--- config.mk ---
export PLATFORM = sky130hd
export DESIGN_NAME = ct_compare_flat
export DESIGN_NICKNAME = d
export VERILOG_FILES = /design/src/rtl/ct_compare_if.sv /design/src/rtl/ct_compare.sv /design/src/flat_wrapper.sv
export SDC_FILE = /design/constraint.sdc
export NUM_CORES = 1
export LEC_CHECK = 0
export CORE_UTILIZATION = 41
export DETAILED_ROUTE_END_ITERATION = 12
export HOLD_SLACK_MARGIN = 0.02
export PLACE_DENSITY = 0.95
export SLEW_MARGIN = 10
export SYNTH_ARGS = -nofsm -noshare
export SYNTH_HDL_FRONTEND = slang
export SYNTH_SLANG_ARGS = --single-unit
--- constraint.sdc ---
create_clock -name clk_i -period 5.25 [get_ports clk_i]
set_clock_uncertainty 0.05 [all_clocks]
set_input_delay 0.525 -clock clk_i [delete_from_list [all_inputs] [get_ports clk_i]]
set_output_delay 0.525 -clock clk_i [all_outputs]
set_load 0.02 [all_outputs]
--- src/rtl/ct_compare_if.sv ---
// ct_compare_if: word-pair stream between operand source and ct_compare.
// Master drives a valid word pair; slave answers with word_ready_o.
interface ct_compare_if #(
    parameter int WIDTH = 32
);
    logic             word_valid_i;
    logic [WIDTH-1:0] a_i;
    logic [WIDTH-1:0] b_i;
    logic             word_ready_o;

    modport master (
        output word_valid_i,
        output a_i,
        output b_i,
        input  word_ready_o
    );

    modport slave (
        input  word_valid_i,
        input  a_i,
        input  b_i,
        output word_ready_o
    );
endinterface

--- src/rtl/ct_compare.sv ---
// ct_compare: constant-time multi-word EQ/NE/LTU/LT comparator, MSW first.
// Define CT_COMPARE_MISMATCH_CNT_EN to add the mism_cnt_o mismatch counter.
module ct_compare #(
    parameter int WIDTH     = 32,
    parameter int MAX_WORDS = 16,
    parameter int CNT_W     = $clog2(MAX_WORDS + 1)
) (
    input  logic             clk_i,
    input  logic             rst_i,
    input  logic             start_i,
    input  logic [CNT_W-1:0] len_i,
    input  logic [1:0]       mode_i,
    ct_compare_if.slave      wd,
    output logic             busy_o,
    output logic             done_o,
    output logic [WIDTH-1:0] rd_o
`ifdef CT_COMPARE_MISMATCH_CNT_EN
    ,
    output logic [CNT_W-1:0] mism_cnt_o
`endif
);

    typedef enum logic [1:0] {
        S_IDLE,
        S_RUN,
        S_DONE
    } state_t;

    localparam logic [1:0] M_EQ  = 2'b00;
    localparam logic [1:0] M_NE  = 2'b01;
    localparam logic [1:0] M_LTU = 2'b10;
    localparam logic [1:0] M_LT  = 2'b11;

    localparam logic [CNT_W-1:0] C_MAXW = CNT_W'(MAX_WORDS);
    localparam logic [CNT_W-1:0] C_ONE  = CNT_W'(1);

    state_t           r_state;
    state_t           w_state_n;
    logic [CNT_W-1:0] r_cnt;
    logic [1:0]       r_mode;
    logic             r_first;
    logic             r_diff;
    logic             r_dec;
    logic             r_lt;
    logic [WIDTH-1:0] r_rd;

    logic [CNT_W-1:0] w_len;
    logic             w_start;
    logic             w_hs;
    logic             w_ready;
    logic             w_neq;
    logic             w_lt_word;
    logic             w_diff_n;
    logic             w_dec_n;
    logic             w_lt_n;
    logic [1:0]       w_mode_n;
    logic             w_bit;
    logic             w_enter_done;

    assign w_len = (len_i > C_MAXW) ? C_MAXW : len_i;

    // Every word is evaluated fully; only register values depend on data.
    assign w_neq = |(wd.a_i ^ wd.b_i);
    assign w_lt_word = (r_mode == M_LT && r_first)
                     ? ($signed(wd.a_i) < $signed(wd.b_i))
                     : (wd.a_i < wd.b_i);

    always_comb begin
        w_state_n = r_state;
        w_start   = 1'b0;
        w_hs      = 1'b0;
        w_ready   = 1'b0;
        unique case (r_state)
            S_IDLE: begin
                if (start_i) begin
                    w_start   = 1'b1;
                    w_state_n = (w_len == '0) ? S_DONE : S_RUN;
                end
            end
            S_RUN: begin
                w_ready = 1'b1;
                w_hs    = wd.word_valid_i;
                if (w_hs && r_cnt == C_ONE) begin
                    w_state_n = S_DONE;
                end
            end
            S_DONE: begin
                w_state_n = S_IDLE;
            end
            default: begin
                w_state_n = S_IDLE;
            end
        endcase
    end

    always_comb begin
        w_diff_n = r_diff;
        w_dec_n  = r_dec;
        w_lt_n   = r_lt;
        w_mode_n = r_mode;
        if (w_start) begin
            w_diff_n = 1'b0;
            w_dec_n  = 1'b0;
            w_lt_n   = 1'b0;
            w_mode_n = mode_i;
        end else if (w_hs) begin
            w_diff_n = r_diff | w_neq;
            w_dec_n  = r_dec | w_neq;
            w_lt_n   = (!r_dec && w_neq) ? w_lt_word : r_lt;
        end
    end

    always_comb begin
        w_bit = 1'b0;
        unique case (w_mode_n)
            M_EQ:    w_bit = ~w_diff_n;
            M_NE:    w_bit = w_diff_n;
            M_LTU:   w_bit = w_lt_n;
            M_LT:    w_bit = w_lt_n;
            default: w_bit = 1'b0;
        endcase
    end

    assign w_enter_done = (w_state_n == S_DONE) && (r_state != S_DONE);

    always_ff @(posedge clk_i or posedge rst_i) begin
        if (rst_i) begin
            r_state <= S_IDLE;
        end else begin
            r_state <= w_state_n;
        end
    end

    always_ff @(posedge clk_i or posedge rst_i) begin
        if (rst_i) begin
            r_cnt   <= '0;
            r_mode  <= M_EQ;
            r_first <= 1'b0;
            r_diff  <= 1'b0;
            r_dec   <= 1'b0;
            r_lt    <= 1'b0;
        end else begin
            r_mode <= w_mode_n;
            r_diff <= w_diff_n;
            r_dec  <= w_dec_n;
            r_lt   <= w_lt_n;
            if (w_start) begin
                r_cnt   <= w_len;
                r_first <= 1'b1;
            end else if (w_hs) begin
                r_cnt   <= r_cnt - C_ONE;
                r_first <= 1'b0;
            end
        end
    end

    // Result is zero-extended; cleared on start, set on DONE entry.
    always_ff @(posedge clk_i or posedge rst_i) begin
        if (rst_i) begin
            r_rd <= '0;
        end else if (w_enter_done) begin
            r_rd <= {{(WIDTH-1){1'b0}}, w_bit};
        end else if (w_start) begin
            r_rd <= '0;
        end
    end

`ifdef CT_COMPARE_MISMATCH_CNT_EN
    logic [CNT_W-1:0] r_mcnt;

    always_ff @(posedge clk_i or posedge rst_i) begin
        if (rst_i) begin
            r_mcnt <= '0;
        end else if (w_start) begin
            r_mcnt <= '0;
        end else if (w_hs && w_neq) begin
            r_mcnt <= r_mcnt + C_ONE;
        end
    end

    assign mism_cnt_o = r_mcnt;
`endif

    assign wd.word_ready_o = w_ready;
    assign busy_o          = (r_state != S_IDLE);
    assign done_o          = (r_state == S_DONE);
    assign rd_o            = r_rd;

endmodule

--- src/flat_wrapper.sv ---
// flat-port wrapper written by rule: the top's interface ports become plain ports
module ct_compare_flat 
#(
    parameter int WIDTH     = 32,
    parameter int MAX_WORDS = 16,
    parameter int CNT_W     = $clog2(MAX_WORDS + 1)
)
  (clk_i, rst_i, start_i, len_i, mode_i, busy_o, done_o, rd_o, wd_word_valid_i, wd_a_i, wd_b_i, wd_word_ready_o);
  ct_compare_if #(.WIDTH(WIDTH)) wd_i ();
  input  logic clk_i;
  input  logic rst_i;
  input  logic start_i;
  input  logic [CNT_W-1:0] len_i;
  input  logic [1:0] mode_i;
  output logic busy_o;
  output logic done_o;
  output logic [WIDTH-1:0] rd_o;
  input wire logic [$bits(wd_i.word_valid_i)-1:0] wd_word_valid_i;
  input wire logic [$bits(wd_i.a_i)-1:0] wd_a_i;
  input wire logic [$bits(wd_i.b_i)-1:0] wd_b_i;
  output wire logic [$bits(wd_i.word_ready_o)-1:0] wd_word_ready_o;
  assign wd_i.word_valid_i = wd_word_valid_i;
  assign wd_i.a_i = wd_a_i;
  assign wd_i.b_i = wd_b_i;
  assign wd_word_ready_o = wd_i.word_ready_o;
  ct_compare #(.WIDTH(WIDTH), .MAX_WORDS(MAX_WORDS), .CNT_W(CNT_W)) u_core (.clk_i(clk_i), .rst_i(rst_i), .start_i(start_i), .len_i(len_i), .mode_i(mode_i), .wd(wd_i), .busy_o(busy_o), .done_o(done_o), .rd_o(rd_o));
endmodule
==> impl_metrics.toml, run 1 <==
[critical_path]
reg2reg_depth = 6
crit_slowest_cell = "or4_4"
crit_required_ns = 5.33
worstReg2RegStart = "u_core.r_state[0]"
slowest_delay_ns = 0.56
end_kind = "flop"
startpoint_type = "input pin"
ff2ff_setup_slack_ns = 3.24
cp.arrival_ns = 2.73
critPathKind = "in -> reg"
r2r_end = "u_core.rd_o[0]"
critPathMaxFanout = 4
path_cells = "clkdlybuf4s50_1, inv_1, ha_1, nand4_2, or4_4, o21a_1, o211ai_2, a21oi_1, o22a_1"

[grt]
grt_pass1_wl_um = 7630
grt_pass1_vias = 1894
grt_max_degree = 15
grt_usage_pct = 19.0
grt_overflow_total = 0
antenna_found_initial = 0

[yosys]
yosysSeqAreaShare_pct = 18.8
synth-main-ff-cell = "dfrtp_1"
yosysUniqueCellTypes = 47
yosys_warnings = 0
netlist_area_um2 = 1860
syn_area_per_cell_um2 = 8.01
synth-edff-count = 0
synth_seq_cells = 14
async_flop_share_pct = 100
netlist_instances = 232

[layout]
final_area_um2 = 2610
seq_area_um2 = 350
antenna_cells = 0
final_nets = 420
drive_gt1_share_pct = 4.85
multi_input_area_um2 = 1220
area_delta_synth_final_pct = 40.4
fillCellCount = 381

[timing]
period_needed_ns = 2.65
report.final.hold_viol_count = 0
setup_tns_ns = 0
fin_hold_ws_ns = 0.426
period_share_pct = 50.5
worst_pin_slew_ns = 0.528
setup_viol = 0
finalWorstSetupSlack_ns = 2.60
slew_viol_final = 0
max_freq_mhz = 377
slew-limit-headroom_pct = 64.8
rsz0062_at_grt = "false"

[cts]
cts_tree = "yes"
cts_resized = 0
clockBufferDepth = 2
cts_buffers = 3
clkLatencyLatePin_ns = 0.24
cts_max_level = 1
cts_setup_buffers = 0
ctsHoldBuffers = 0
cts_root_buf = "clkbuf_8"
clk_pin_slew_worst_paths_ns = 0.06
clock_sinks = 14

[min_path]
hold_path_class = "reg -> reg"
min_from = "u_core.r_state[1]"
whs_path_depth = 1
min_to = "u_core.r_state[0]"

[status]
outcome = "complete, no violations"

[power_and_ir_drop]
sw_frac_of_total_pct = 39.5
finalPower_w = 0.000598
clkPwrFrac_pct = 14.4
pwr-share-comb_pct = 53.0
switching_power_w = 0.000237
irDropWorstVdd_mv = 0.109
intPower_w = 0.000362
p_leak_nw = 1.30
pwr-share-seq_pct = 32.6
power.density_nw_per_um2 = 229

[routing]
ant_nets = 0
route.vias.total = 1831
route.final.wire_length_um = 4350
drcViolationCount = 0
routedWlPerCell_um = 12.0
first_pass_iters = 4
routed_via_density = 5.07
drt-initial-drc-count = 89

[floorplanning]
die_y_um = 69.3
die_area_um2 = 4810
ios = 110
core_area_um2 = 4350
row_count = 24
die_w_um = 69.3
initial_core_util_pct = 42.7

[flow_run]
drv_cap = 0

[place]
post-dp-hpwl_um = 3790
routabilityCongestion = 0.825
placed_area_um2 = 2570
place_ws_ns = 2.34
port_buffers = 78
-- how the worst max path moves through the flow --
stage	start	to	cells past startpoint
floorplan	wd_b_i[13]	u_core.rd_o[0]	8
global placement	wd_b_i[13]	u_core.rd_o[0]	9
detailed placement	wd_b_i[8]	u_core.rd_o[0]	9
CTS	wd_b_i[30]	u_core.rd_o[0]	9
global route	wd_b_i[13]	u_core.rd_o[0]	9
finish	wd_b_i[30]	u_core.rd_o[0]	9
-- worst max-delay path, delay by kind of cell --
| family | cells | cell delay (ns) |
|---|---|---|
| buffers and inverters | 2 | 0.49 |
| adders and majority gates | 1 | 0.33 |
| and+or+nand+nor | 2 | 0.72 |
| AOI/OAI and AO/OA | 4 | 0.66 |
-- layout make-up --
class	instances	share of cell area, %
clock buffers	3	1.58
inverters	41	5.90
multi-input cells	173	46.7
flip-flops and latches	14	13.4
well taps	52	2.49
repair buffers	78	29.9
-- kinds of logic after synthesis --
family,after synthesis,share of synthesized area [%]
AO/OA/AOI/OAI,46,16.9
XOR/XNOR,2,0.942
adder cells (fa/ha/maj),34,22.9
buffers and inverters,75,21.7
flip-flops,14,18.8
multiplexers,2,1.14
other,1,0.202
AND/OR/NAND/NOR,58,17.4
-- registers in the layout, summed over array words and instances, names as in the netlist --
signal          count
u_core.rd_o         1
u_core.r_first      1
u_core.r_mode       2
u_core.r_cnt        5
u_core.r_dec        1
u_core.r_lt         1
u_core.r_diff       1
u_core.r_state      2
-- stage by stage --
stage | instances | util, %
final | 361 | 59.9
after global routing | 361 | 59.9
after global placement | 358 | 59.0
after floorplan | 262 | -
after CTS | 361 | 59.9
after detailed placement | 358 | 59.0
-- synthesized netlist by cell type (2+ instances only) --
master     n  share of area, %
inv_1     41               8.3
ha_1      34                23
buf_4     31                13
dfrtp_1   14                19
nand2_1   14               2.8
nor2_1    14               2.8
a21oi_1   13               3.5
o21ai_0    9               2.4
nand4_1    6               2.0
nor2b_1    4               1.3
and2_2     3               1.2
nand3b_1   3               1.2
nor3_1     3              0.81
a211oi_1   2              0.81
a21o_1     2              0.81
nand3_1    2              0.54
nand4_2    2               1.3
nand4b_1   2              0.94
o211ai_1   2              0.81
o21a_1     2              0.81
o22ai_1    2              0.67
or4_4      2               1.2
-- power groups by stage --
stage / registers, W / clock network, W / logic [W]
2_1_floorplan: 0.000187 / 0 / 0.000221
6_report: 0.000195 / 0.0000861 / 0.000317
4_1_cts: 0.000193 / 0.0000872 / 0.000317
5_1_grt: 0.000201 / 0.0000913 / 0.000356
3_3_place_gp: 0.000191 / 0 / 0.000301
3_5_place_dp: 0.000194 / 0 / 0.000314
-- cells in the final DEF, fill, tap and decap left out, types with 2 or more instances in the layout --
master,Yosys,routed
clkdlybuf4s50_1,0,78
inv_1,41,41
ha_1,34,34
conb_1,1,31
nor2_1,14,14
nand2_1,14,14
dfrtp_1,14,14
a21oi_1,13,13
o21ai_0,9,9
nand4_1,6,6
nor2b_1,4,4
and2_2,3,3
nand3b_1,3,3
nor3_1,3,3
clkbuf_8,0,3
o22ai_1,2,2
nand4_2,2,2
a21o_1,2,2
o211ai_1,2,2
nand3_1,2,2
a211oi_1,2,2
or4_4,2,2
nand4b_1,2,2
o21a_1,2,2
-- routing by layer --
layer | track usage [%] | part of all wire, % | routed length (µm) | vias up
met5 | 0 | 0 | 0 | -
met4 | 7.71 | 2.4 | 104 | 0
met3 | 4.07 | 5.8 | 254 | 13
met2 | 36.7 | 55 | 2370 | 80
met1 | 19.6 | 37 | 1620 | 846
li1 | - | - | - | 892
(Power assumes the default switching activity.)
==> inputs of run 2 (changes only) <==
Settings changed: CORE_UTILIZATION 41 to 35, PLACE_DENSITY 0.95 to 0.87.
Clock period 5.25 ns to 2.29 ns, I/O delays scaled along.
==> run 2 against run 1 <==
Compared with the run above:
- first-iteration DRC count fell by 18%
- total power rose by 150%
- largest power group unchanged
- via count rose by 4.7%
==> impl_metrics.toml, run 2 (same netlist as run 1, synthesis figures left out) <==
[status]
outcome = "complete, no violations"

[routing]
drt-initial-drc-count = 73
drcViolationCount = 0
first_pass_iters = 4
route.vias.total = 1917
ant_nets = 0
routed_via_density = 4.84
route.final.wire_length_um = 5300
routedWlPerCell_um = 13.4

[grt]
grt_pass1_wl_um = 7240
grt_max_degree = 15
grt_pass1_vias = 1793
antenna_found_initial = 0
grt_overflow_total = 0
grt_usage_pct = 16.4

[flow_run]
drv_cap = 0

[timing]
period_share_pct = 97.6
slew-limit-headroom_pct = 64.3
report.final.hold_viol_count = 0
worst_pin_slew_ns = 0.522
setup_viol = 0
max_freq_mhz = 447
slew_viol_final = 0
period_needed_ns = 2.24
fin_hold_ws_ns = 0.274
setup_tns_ns = 0

[cts]
clockBufferDepth = 2
cts_max_level = 1
cts_root_buf = "clkbuf_8"
clkLatencyLatePin_ns = 0.24
clk_pin_slew_worst_paths_ns = 0.05
cts_buffers = 3
cts_tree = "yes"
clock_sinks = 14
ctsHoldBuffers = 0

[place]
dp_cells = 389
post-dp-hpwl_um = 3730
port_buffers = 78
placed_area_um2 = 2690
routabilityCongestion = 0.868

[critical_path]
r2r_end = "u_core.rd_o[0]"
cp.arrival_ns = 2.31
crit_required_ns = 2.36
end_kind = "flop"
ff2ff_setup_slack_ns = 0.35
critPathKind = "in -> reg"
slowest_delay_ns = 0.55
reg2reg_depth = 6
critPathMaxFanout = 3
startpoint_type = "input pin"
worstReg2RegStart = "u_core.r_state[0]"
path_cells = "clkdlybuf4s50_1, ha_4, nand4_4, or4_4, o211ai_1, a311o_1, o21ai_2, o22a_1"
crit_slowest_cell = "or4_4"

[layout]
fillCellCount = 425
antenna_cells = 0
multi_input_area_um2 = 1560
area_delta_synth_final_pct = 73.7
final_cells = 396
seq_area_um2 = 350
drive_gt1_share_pct = 25.8
layout_common_cells = "dlymetal6s2s_1 (51), conb_1 (31), clkdlybuf4s50_1 (26)"
final_nets = 437
top_register = "u_core.r_cnt"
final_area_um2 = 3230
reg_top3 = "u_core.r_cnt x5, u_core.r_mode x2, u_core.r_state x2"
largest_reg_flops = 5
final_common_cell = "dlymetal6s2s_1"
final_util_pct = 63.2

[floorplanning]
die_y_um = 74.9
initial_core_util_pct = 36.4
ios = 110
core_area_um2 = 5110
row_count = 26
die_w_um = 74.9
die_area_um2 = 5610

[power_and_ir_drop]
irDropWorstVdd_mv = 0.275
power.density_nw_per_um2 = 462
p_leak_nw = 1.82

[min_path]
hold_path_class = "in -> async"
==> run 2: area by class of cell <==
| class | count | share of cell area (%) |
|---|---|---|
| clock buffer | 3 | 1.28 |
| sequential | 14 | 10.8 |
| inverter | 41 | 4.77 |
| tap | 70 | 2.71 |
| multi-input combinational | 173 | 48.4 |
| timing repair buffer | 95 | 32.0 |
==> run 2: critical path: cells and delay by family <==
kind,cells,cell delay (ns)
AOI/OAI and AO/OA,4,0.70
buffers and inverters,1,0.45
and+or+nand+nor,2,0.62
adders and majority gates,1,0.29
==> run 2: how the worst max path moves through the flow <==
stage | from | endpoint | slack, ns
global route | wd_a_i[4] | u_core.rd_o[0] | -0.04
global placement | wd_b_i[11] | u_core.rd_o[0] | -0.23
floorplan | wd_b_i[13] | u_core.rd_o[0] | 0.28
finish | wd_a_i[12] | u_core.rd_o[0] | 0.05
CTS | wd_b_i[30] | u_core.rd_o[0] | 0.006
detailed placement | wd_b_i[13] | u_core.rd_o[0] | -0.30
==> run 2: repair_timing <==
action / 4_1_cts / 5_1_grt
pin swaps: 19 / 34
endpoints found under the setup margin: 2 / 2
resized for setup: 15 / 92
setup buffers: 2 / 2
==> run 2: layer usage <==
layer	GRT usage [%]	up-vias	part of all wire [%]
met4	3.35	0	1.8
met3	2.28	10	4.5
met5	0	-	0
li1	-	923	-
met1	17.6	903	37
met2	33.6	81	56
==> run 2: power breakdown <==
part	leakage (nW)	internal, W	switching, W
Clock	0.0216	0.000116	0.0000774
Combinational	1.63	0.000428	0.000424
Sequential	0.168	0.000357	0.0000894
Total	1.82	0.000900	0.000591
==> run 2: through the flow <==
stage	total power, W	setup slack, ns
2_1_floorplan	0.000934	0.277
3_3_place_gp	0.00116	-0.235
3_5_place_dp	0.00120	-0.301
4_1_cts	0.00143	0.00585
5_1_grt	0.00162	-0.0397
6_report	0.00149	0.0548
==> inputs of run 3 (changes only) <==
Settings changed: CTS_BUF_LIST from default to sky130_fd_sc_hd__clkbuf_16.
==> run 3 against run 2 <==
Compared with the run above:
- global-route usage rose by 0.38 points
- sequential power barely moved
- utilization rose by 0.71 points
- worst setup slack improved by 0.012 ns
- count of clock-buffer cells in the layout did not move
- clock power rose by 63%
==> impl_metrics.toml, run 3 (same netlist as run 1, synthesis figures left out) <==
[layout]
top_register = "u_core.r_cnt"
layout_common_cells = "dlymetal6s2s_1 (52), conb_1 (31), inv_2 (25), ha_4 (25), clkdlybuf4s50_1 (25)"
final_nets = 437
drive_gt1_share_pct = 25.8
final_cells = 396
largest_reg_flops = 5
final_area_um2 = 3270
final_common_cell = "dlymetal6s2s_1"
reg_top3 = "u_core.r_cnt x5, u_core.r_mode x2, u_core.r_state x2"
area_delta_synth_final_pct = 75.6
antenna_cells = 0

[grt]
grt_pass1_vias = 1788
grt_max_degree = 15
antenna_found_initial = 0
grt_overflow_total = 0
grt_usage_pct = 16.8
grt_pass1_wl_um = 7270

[routing]
ant_nets = 0
first_pass_iters = 4
routedWlPerCell_um = 13.5
route.final.wire_length_um = 5360
routed_via_density = 4.85
drcViolationCount = 0
route.vias.total = 1921
drt-initial-drc-count = 99

[timing]
period_needed_ns = 2.22
max_freq_mhz = 450
period_share_pct = 97.1
finalWorstSetupSlack_ns = 0.0665
slew-limit-headroom_pct = 64.3
setup_viol = 0
report.final.hold_viol_count = 0
fin_hold_ws_ns = 0.275
slew_viol_final = 0
worst_pin_slew_ns = 0.522

[flow_run]
drv_cap = 0

[critical_path]
startpoint_type = "input pin"
reg2reg_depth = 6
slowest_delay_ns = 0.48
ff2ff_setup_slack_ns = 0.35
critPathKind = "in -> reg"
critPathLaunch = "wd_a_i[21]"
path_cells = "clkdlybuf4s50_1, ha_4, nand4_1, or4_4, o211ai_1, a311o_1, o21ai_2, o22a_1"
worstReg2RegStart = "u_core.r_state[0]"
critPathMaxFanout = 3
cpLargestDelayFamily = "compound AO/OA/AOI/OAI gates"
worstSetupEndpoint = "u_core.rd_o[0]"
crit_slowest_cell = "or4_4"
cp.arrival_ns = 2.29
cp_num_cells = 8
end_kind = "flop"
cp_num_buf_inv = 1
crit_required_ns = 2.36
r2r_end = "u_core.rd_o[0]"

[cts]
ctsHoldBuffers = 0
clk_pin_slew_worst_paths_ns = 0.04
clkLatencyLatePin_ns = 0.24
cts_max_level = 1
clock_sinks = 14
cts_tree = "yes"
cts_buffers = 3
cts_root_buf = "clkbuf_16"
clockBufferDepth = 2

[power_and_ir_drop]
intPower_w = 0.00101
p_leak_nw = 1.84
pwr-share-seq_pct = 27.7
irDropWorstVdd_mv = 0.300
pwr-share-comb_pct = 52.8
switching_power_w = 0.000602
clkPwrFrac_pct = 19.5
power.density_nw_per_um2 = 494
sw_frac_of_total_pct = 37.3

[floorplanning]
core_area_um2 = 5110
row_count = 26
die_w_um = 74.9
die_area_um2 = 5610
die_y_um = 74.9
initial_core_util_pct = 36.4
ios = 110

[place]
place_ws_ns = -0.301
placed_area_um2 = 2690
dp_cells = 389
post-dp-hpwl_um = 3730
port_buffers = 78
routabilityCongestion = 0.868

[status]
outcome = "complete, no violations"

[min_path]
hold_path_class = "in -> async"
run 3: changes by cell type in the layout (fill, tap and decap cells not counted):
cell	before	now
clkbuf_16	0	3
clkbuf_8	3	0
clkdlybuf4s50_1	26	25
dlymetal6s2s_1	51	52
run 3: final cells by class:
class                      count  area (µm²)
clock buffer                   3        75.1
fill                         423        1840
inverter                      41         154
multi-input combinational    173        1560
sequential                    14         350
tap                           70        87.6
timing repair buffer          95        1040
run 3: worst reg2reg max path, stage by stage (launching register included):
cell,delay [ns]
dfrtp_1,0.40
nor2_1,0.18
and2_2,0.34
mux2i_1,0.28
inv_1,0.08
o31a_1,0.30
o22a_1,0.19
run 3: through the flow:
step,TNS (ns),util (%),power [W]
finish,0,63.9,0.00161
global route,-0.0559,63.9,0.00175
CTS,0,56.8,0.00156
detailed placement,-0.623,52.6,0.00120
global placement,-0.463,52.6,0.00116
floorplan,0,-,0.000934
run 3: metal layers:
| metal | global-route usage (%) | share of wire (%) |
|---|---|---|
| met5 | 0 | 0 |
| met2 | 33.9 | 57 |
| met1 | 17.7 | 37 |
| met4 | 4.19 | 1.5 |
| met3 | 3.08 | 5.0 |
run 3: worst min-delay path by stage:
stage,start,endpoint,slack (ns),depth (start not counted)
after floorplan,rst_i,u_core.r_cnt[0],0.07,1
after global placement,u_core.r_state[1],u_core.r_state[0],0.42,1
after detailed placement,u_core.r_state[1],u_core.r_state[0],0.42,1
after CTS,rst_i,u_core.r_cnt[2],0.30,2
after global routing,rst_i,u_core.r_cnt[2],0.35,2
final,rst_i,u_core.r_cnt[2],0.28,2
run 3: repair_timing:
item / CTS / global route
buffers inserted: 2 / 2
pin swaps: 19 / 34
endpoints found under the setup margin: 2 / 2
gates resized for setup: 15 / 93
run 3: power by group through the flow:
stage | clock network, W | logic [W] | registers [W]
detailed placement | 0 | 0.000752 | 0.000443
global route | 0.000339 | 0.000948 | 0.000461
finish | 0.000315 | 0.000852 | 0.000447
global placement | 0 | 0.000723 | 0.000438
CTS | 0.000321 | 0.000792 | 0.000443
floorplan | 0 | 0.000506 | 0.000428
